File: src/rtl/fetch_pkg.sv
// Shared types and defaults for the instruction fetch queue.
package fetch_pkg;

   localparam int               XLEN             = 32;
   localparam int               DEPTH_DEFAULT    = 4;
   localparam logic [XLEN-1:0]  RESET_PC_DEFAULT = 32'h0000_0000;

   typedef struct packed {
      logic [XLEN-1:0] pc;
      logic [XLEN-1:0] instr;
   } fetch_entry_t;

   function automatic logic [XLEN-1:0] word_align(input logic [XLEN-1:0] addr);
      return addr & {{(XLEN-2){1'b1}}, 2'b00};
   endfunction

endpackage

File: src/rtl/fetch_fifo.sv
// Circular buffer of fetched {pc, instr} entries with a single-cycle flush.
module fetch_fifo
   import fetch_pkg::*;
#(
   parameter int DEPTH = DEPTH_DEFAULT
) (
   input  logic                   clk,
   input  logic                   rst,
   input  logic                   push,
   input  fetch_entry_t           push_data,
   input  logic                   pop,
   input  logic                   flush,
   output fetch_entry_t           head,
   output logic [$clog2(DEPTH):0] count
);

   localparam int PTR_W = $clog2(DEPTH);

   fetch_entry_t     mem_q [DEPTH];
   logic [PTR_W-1:0] wr_ptr_q, wr_ptr_d;
   logic [PTR_W-1:0] rd_ptr_q, rd_ptr_d;
   logic [PTR_W:0]   count_q, count_d;

   always_comb begin
      // NOTE: every output gets a default first so no path can infer a latch.
      wr_ptr_d = wr_ptr_q;
      rd_ptr_d = rd_ptr_q;
      count_d  = count_q;
      if (flush) begin
         wr_ptr_d = '0;
         rd_ptr_d = '0;
         count_d  = '0;
      end else begin
         if (push) wr_ptr_d = wr_ptr_q + 1'b1;
         if (pop)  rd_ptr_d = rd_ptr_q + 1'b1;
         count_d = count_q + {{PTR_W{1'b0}}, push} - {{PTR_W{1'b0}}, pop};
      end
   end

   always_ff @(posedge clk or negedge rst) begin
      // NOTE: sequential state uses non-blocking assignments only.
      if (!rst) begin
         wr_ptr_q <= '0;
         rd_ptr_q <= '0;
         count_q  <= '0;
      end else begin
         wr_ptr_q <= wr_ptr_d;
         rd_ptr_q <= rd_ptr_d;
         count_q  <= count_d;
      end
   end

   // NOTE: the storage array has no reset; count_q alone defines which entries are live.
   always_ff @(posedge clk) begin
      if (push && !flush) mem_q[wr_ptr_q] <= push_data;
   end

   assign head  = mem_q[rd_ptr_q];
   assign count = count_q;

endmodule

File: src/rtl/fetch_queue.sv
// Instruction fetch front end: credit-limited requests, in-order response capture, redirect flush.
module fetch_queue
   import fetch_pkg::*;
#(
   parameter int              DEPTH    = DEPTH_DEFAULT,
   parameter logic [XLEN-1:0] RESET_PC = RESET_PC_DEFAULT
) (
   input  logic            clk,
   input  logic            rst,
   output logic            imem_req,
   output logic [XLEN-1:0] imem_addr,
   input  logic            imem_gnt,
   input  logic            imem_rvalid,
   input  logic [XLEN-1:0] imem_rdata,
   output logic            out_valid,
   input  logic            out_ready,
   output logic [XLEN-1:0] out_instr,
   output logic [XLEN-1:0] out_pc,
   input  logic            redirect,
   input  logic [XLEN-1:0] redirect_pc
);

   localparam int               CNT_W        = $clog2(DEPTH) + 1;
   localparam logic [CNT_W:0]   CREDIT_LIMIT = (CNT_W+1)'(DEPTH);

   logic [XLEN-1:0]  fetch_pc_q, fetch_pc_d;
   logic [XLEN-1:0]  resp_pc_q, resp_pc_d;
   logic [CNT_W-1:0] outstanding_q, outstanding_d;
   logic [CNT_W-1:0] discard_q, discard_d;
   logic [CNT_W-1:0] fifo_count;
   logic [CNT_W:0]   credit_used;
   logic             grant, push, pop;
   fetch_entry_t     push_entry, head_entry;

   // Outstanding requests plus buffered entries never exceed DEPTH, so a push always has room.
   assign credit_used = {1'b0, outstanding_q} + {1'b0, fifo_count};
   assign imem_req    = rst && !redirect && (credit_used < CREDIT_LIMIT);
   assign grant       = imem_req && imem_gnt;
   assign out_valid   = (fifo_count != '0);
   assign pop         = out_valid && out_ready;
   assign push        = imem_rvalid && !redirect && (discard_q == '0);
   assign push_entry  = '{pc: resp_pc_q, instr: imem_rdata};

   always_comb begin
      fetch_pc_d    = fetch_pc_q;
      resp_pc_d     = resp_pc_q;
      discard_d     = discard_q;
      outstanding_d = outstanding_q + CNT_W'(grant) - CNT_W'(imem_rvalid);
      if (redirect) begin
         // Everything still in flight belongs to the abandoned path.
         fetch_pc_d = word_align(redirect_pc);
         resp_pc_d  = word_align(redirect_pc);
         discard_d  = outstanding_q - CNT_W'(imem_rvalid);
      end else begin
         if (grant) fetch_pc_d = fetch_pc_q + 32'd4;
         if (push)  resp_pc_d  = resp_pc_q + 32'd4;
         if (imem_rvalid && discard_q != '0) discard_d = discard_q - 1'b1;
      end
   end

   always_ff @(posedge clk or negedge rst) begin
      if (!rst) begin
         fetch_pc_q    <= word_align(RESET_PC);
         resp_pc_q     <= word_align(RESET_PC);
         outstanding_q <= '0;
         discard_q     <= '0;
      end else begin
         fetch_pc_q    <= fetch_pc_d;
         resp_pc_q     <= resp_pc_d;
         outstanding_q <= outstanding_d;
         discard_q     <= discard_d;
      end
   end

   fetch_fifo #(.DEPTH(DEPTH)) u_fifo (
      .clk       (clk),
      .rst       (rst),
      .push      (push),
      .push_data (push_entry),
      .pop       (pop),
      .flush     (redirect),
      .head      (head_entry),
      .count     (fifo_count)
   );

   assign imem_addr = fetch_pc_q;
   assign out_pc    = head_entry.pc;
   assign out_instr = head_entry.instr;

endmodule

File: config.mk
export PLATFORM = sky130hd
export DESIGN_NAME = fetch_queue
export DESIGN_NICKNAME = d
export VERILOG_FILES = /design/src/rtl/fetch_pkg.sv /design/src/rtl/fetch_fifo.sv /design/src/rtl/fetch_queue.sv
export SDC_FILE = /design/constraint.sdc
export NUM_CORES = 1
export LEC_CHECK = 0
export ABC_AREA = 1
export BUFFER_PORTS_ARGS = -buffer_cell sky130_fd_sc_hd__buf_2
export CAP_MARGIN = 20
export CORE_ASPECT_RATIO = 0.8
export CORE_MARGIN = 5
export CORE_UTILIZATION = 30
export DETAILED_ROUTE_END_ITERATION = 7
export PLACE_DENSITY = 0.48
export SETUP_SLACK_MARGIN = 0.5
export SLEW_MARGIN = 20
export SYNTH_ARGS = -nofsm -noshare
export SYNTH_HDL_FRONTEND = slang
export SYNTH_SLANG_ARGS = --single-unit
File: constraint.sdc
create_clock -name clk -period 10 [get_ports clk]
set_clock_uncertainty 0.15 [all_clocks]
set_input_delay 0 -clock clk [delete_from_list [all_inputs] [get_ports clk]]
set_output_delay 0 -clock clk [all_outputs]
set_load 0.005 [all_outputs]
# Word level (Yosys, flattened, before mapping)
# Memory sizes are Yosys's and may differ from the RTL's.
# Index checks and enable logic that the tools add are counted.
# word_totals
ff_bits,77
latchBits,0
mem_bits_rw,256
romBits,0
inputBits,70
wordCells,49
n_memories,1
# mem_list
name,depth,word_bits,read_ports,rd_ports_with_merged_regs,write_ports,line_no,rtl
u_fifo.mem_q,4,64,1,0,1,fetch_fifo.sv:19,fetch_entry_t mem_q [DEPTH];
# op_classes
add_sub_neg,11
n_mul,0
div_mod_pow,0
magnitude_cmp,1
eq_ne,0
shift,0
muxes,13
n_bitwise,0
reduce_logical,16
# ops
cell,n
32-bit two-way mux,4
32-bit by 3-bit adder with 32-bit output (second input constant),2
3-bit two-way mux,3
3-bit by 1-bit subtractor with 3-bit output,3
1-bit logical AND,8
2-bit two-way mux,4
2-bit nonzero test,4
3-bit by 1-bit adder with 3-bit output,2
3-bit nonzero test,2
2-bit by 1-bit adder with 2-bit output (second input constant),2
3-bit by 3-bit adder with 4-bit output,1
4-bit by 3-bit < comparator with 1-bit output (second input constant),1
3-bit zero test,1
3-bit by 1-bit subtractor with 3-bit output (second input constant),1
1-bit two-way mux,2
1-bit zero test,1

# Longest topological paths before layout
# depth
depth_word,6
mapped_depth,13
mapped_depth_nobuf,11

# By module
# Synthesis repeated with hierarchy kept, for this count alone.
# hier_totals
hier_cells,1547
hier_area_um2,15559.9
# modules_own_cells
mod,n_inst,cells_per_inst,area_each_um2,seq_area_each_um2
fetch_fifo,1,799,10655.2,7862.5
fetch_queue,1,748,4904.7,1651.6

# Worst setup path before layout
# Ideal clock, no wire load.
# synth_path
path_kind,register -> register
startpoint,reg discard_q[0]
endpoint,mem u_fifo.mem_q[0][0] in the netlist's numbering (enable)
arrival_time_ns,3.640
required_ns,9.368
setup_slack_ns,5.728
path_stages_with_launch,8
cell_sequence,dfrtp_1 -> inv_1 -> ha_1 -> nand2_1 -> nor2_4 -> nand2_1 -> buf_2 -> nor2_1
# synth_via
elab_chain_cells,5
# synth_lines
element,line_no,rtl
start: declaration,fetch_queue.sv:29,"logic [CNT_W-1:0] discard_q, discard_d;"
start signal: assignment,fetch_queue.sv:71,discard_q <= discard_d;
3-bit zero test,fetch_queue.sv:41,assign push = imem_rvalid && !redirect && (discard_q == '0);
1-bit logical AND,fetch_queue.sv:41,
1-bit logical AND,fetch_fifo.sv:55,if (push && !flush) mem_q[wr_ptr_q] <= push_data;
1-bit two-way mux,fetch_fifo.sv:55,
1-bit two-way mux (implied by the code),fetch_fifo.sv:55,
end: declaration,fetch_fifo.sv:19,
# Every way passes these cells.

# Worst setup path in the final report
# layout_path
startpoint,in redirect
endpoint,mem u_fifo.mem_q[1][36] in the netlist's numbering (enable)
# layout_via
elab_chain_cells,6
# layout_lines
element,line_no,rtl
start: declaration,fetch_queue.sv:19,"input logic redirect,"
1-bit zero test *,"fetch_fifo.sv:55, fetch_queue.sv:41",
1-bit logical AND (2 in a row),fetch_queue.sv:41,
1-bit logical AND *,fetch_fifo.sv:55,
1-bit two-way mux *,fetch_fifo.sv:55,
1-bit two-way mux (implied by the code) *,fetch_fifo.sv:55,
# Mark *: on every way between the ends. The rest lies on a longest branch, timed or not.

==> flow_summary.ini <==
[outcome]
outcome = finished clean

[job]
cap_violations = 0

[layout]
final_nets = 1630
layout-drive-gt1-share_pct = 18.1
num_antenna_cells = 0
area_delta_synth_final_pct = 24.2

[detailed_routing]
vias = 10300
drt_iter0_drc = 657
wl_mm = 38.4
via_per_inst = 4.71
post_drt_wl_per_cell_um = 17.5
drt_pre_antenna_iters = 5
drcViolationCount = 0
ant_nets = 0

[cts]
clockRootBuffer = clkbuf_16
clk_path_buf_depth = 3
clkSinkCount = 321
cts_tree = done
cts_buffers = 37
clk_pin_slew_ns = 0.06
ctsResizeCount = 0
htreeDepth = 2
clock_latency_ns = 0.53

[pwr]
peakVddDrop_mv = 0.0986
cellLeakagePower_nw = 6.68
power.density_nw_per_um2 = 216

[logic_synthesis]
synth_top_flop_cell = edfxtp_1
synth.distinct_cells = 36
yosys-top-cells-area = edfxtp_1 (53%), dfrtp_1 (13%), nand2_1 (5.8%)
synth_commonest_cells = edfxtp_1 (248), nand2_1 (219), nor2_1 (178)
asyncSetResetFlopFracSynth_pct = 22.7
synth.largest_area_cell = edfxtp_1
yosysSeqAreaShare_pct = 65.4
synth_top_area_share_pct = 52.5
avgSynthCellArea_um2 = 10.8
netlist_area_um2 = 14200
synthCells = 1314
yosysMostFrequentCell = edfxtp_1
yosysWarnings = 0
ys_ff_latch = 321
synth_edf_count = 248

[global_route]
antenna_found_initial = 0
use_met2_pct = 22.7
globalRouteMet3Util_pct = 3.04
grt_overflow = 0
grt_busiest_layer = met2
grt_max_degree = 93
grt_pass1_wl_mm = 60.1
met1_usage_pct = 21.6
grt_pass1_vias = 10200
grtUsageTotal_pct = 14.7

[setup_path]
path_max_fanout = 47
r2r-start = discard_q[0]
cp.required_ns = 10.01
critPathArrivalTime_ns = 3.50
cpPeakStageDelay_ns = 0.87
crit_slowest_cell = nor2_4
cp-startpoint = redirect
worstPathCellList = dlygate4sd3_1 -> buf_2 -> inv_2 -> nand2_1 -> nor2_4 -> buf_4
crit_type = input pin to flop
startpoint_type = input pin
crit_path_end_kind = flop

[sta]
fin_setup_tns_ns = 0
relSlewSlack_pct = 37.9
layout_setup_ws_ns = 6.51
tightest_slew_ns = 0.932
hold_viol_final = 0
fmax_mhz = 287
min_period_ns = 3.49
post-route-period-util_pct = 34.9
rsz0062_at_grt = no
setup_viol = 0
maxSlewViolCount = 0

[placement]
pre_cts_ws_ns = 6.38
hpwl_mm = 24.3
gp_congestion = 0.821
place.port_buffers = 161

[min_path]
hp-class = input pin to flop
hp-start = imem_rdata[28]

[die]
start_util_pct = 30.2
die_x_um = 253
die_h_um = 204
rows = 71
core_area_um2 = 46900
die_area_um2 = 51700
ios = 168
==> worst max-delay path: cells and delay by family <==
kind	cells	cell delay (ns)
buffers and inverters	4	2.09
and+or+nand+nor	2	1.38
==> metal layers <==
layer  share of wire, %  vias up
met5                  0        -
met4                1.7        0
met3                5.9       48
met2                 44      281
met1                 49     4939
li1                   -     5045
==> final timing paths <==
kind,endpoint,slack [ns],depth (start not counted)
max in group asynchronous,resp_pc_q[27],8.54,3
max,u_fifo.mem_q[1][36],6.51,6
min in group asynchronous,imem_addr[5],0.09,3
min reg2reg,imem_addr[31],0.40,2
max reg2reg,u_fifo.mem_q[1][36],6.66,7
min,u_fifo.mem_q[2][28],0.07,2
==> metrics by stage <==
stage                     hold WS, ns  power [mW]  instances  utilization (%)  instance area, um2
after detailed placement       -0.231        2.49       2048             33.4               15700
after global routing           0.0560        4.04       2191             37.5               17600
final                          0.0703        3.81       2191             37.5               17600
after CTS                      0.0285        3.88       2191             37.5               17600
after floorplan                -0.446        2.13       1317                -               14200
after global placement         -0.228        2.47       2046             33.3               15600
==> placed cells by master, fill, tap and decap left out, types with 6 or more instances in the layout <==
cell / count
a21oi_1: 18
buf_2: 160
buf_4: 11
clkbuf_1: 11
clkbuf_16: 38
clkinv_1: 6
dfrtp_1: 71
dlygate4sd3_1: 75
edfxtp_1: 248
ha_1: 16
inv_1: 80
inv_2: 9
nand2_1: 219
nand2_2: 11
nand3_1: 60
nand4_1: 12
nor2_1: 174
nor2_2: 12
nor2_4: 18
nor3_1: 9
o211ai_1: 17
o21ai_0: 148
o21ai_1: 13
o21bai_1: 6
o22ai_1: 62
xnor2_1: 7
xor2_1: 19
==> cell type report <==
cell class                 instances  area [um2]
timing repair buffer             248        1690
fill                            4622       29300
sequential                       321        9280
multi-input combinational        844        4320
clock inverter                    18         198
inverter                          90         339
tap                              620         776
clock buffer                      50        1010
==> where the power goes <==
part / switching, mW / internal, mW / total [mW]
combinational: 0.481 / 0.299 / 0.780
sequential: 0.132 / 1.55 / 1.69
clock: 0.546 / 0.792 / 1.34
total: 1.16 / 2.65 / 3.81
==> sequential cells by signal, summed over array words and instances (netlist names) <==
| name | flops |
|---|---|
| u_fifo.rd_ptr_q | 2 |
| imem_addr | 30 |
| discard_q | 3 |
| outstanding_q | 3 |
| u_fifo.mem_q | 248 |
| u_fifo.count | 3 |
| u_fifo.wr_ptr_q | 2 |
| resp_pc_q | 30 |
==> repair_timing <==
item	4_1_cts	5_1_grt
hold endpoints to repair	270	0
hold buffers	75	0
buffers inserted	0	0
==> logic make-up after synthesis <==
kind of cell,count (synthesis),share of synthesized area [%]
adder cells (fa/ha/maj),18,1.69
other,1,0.0265
AND/OR/NAND/NOR,523,16.0
flip-flops,321,65.4
buffers and inverters,152,4.41
XOR/XNOR,26,1.61
AO/OA/AOI/OAI,273,10.8
(Power assumes the default switching activity.)
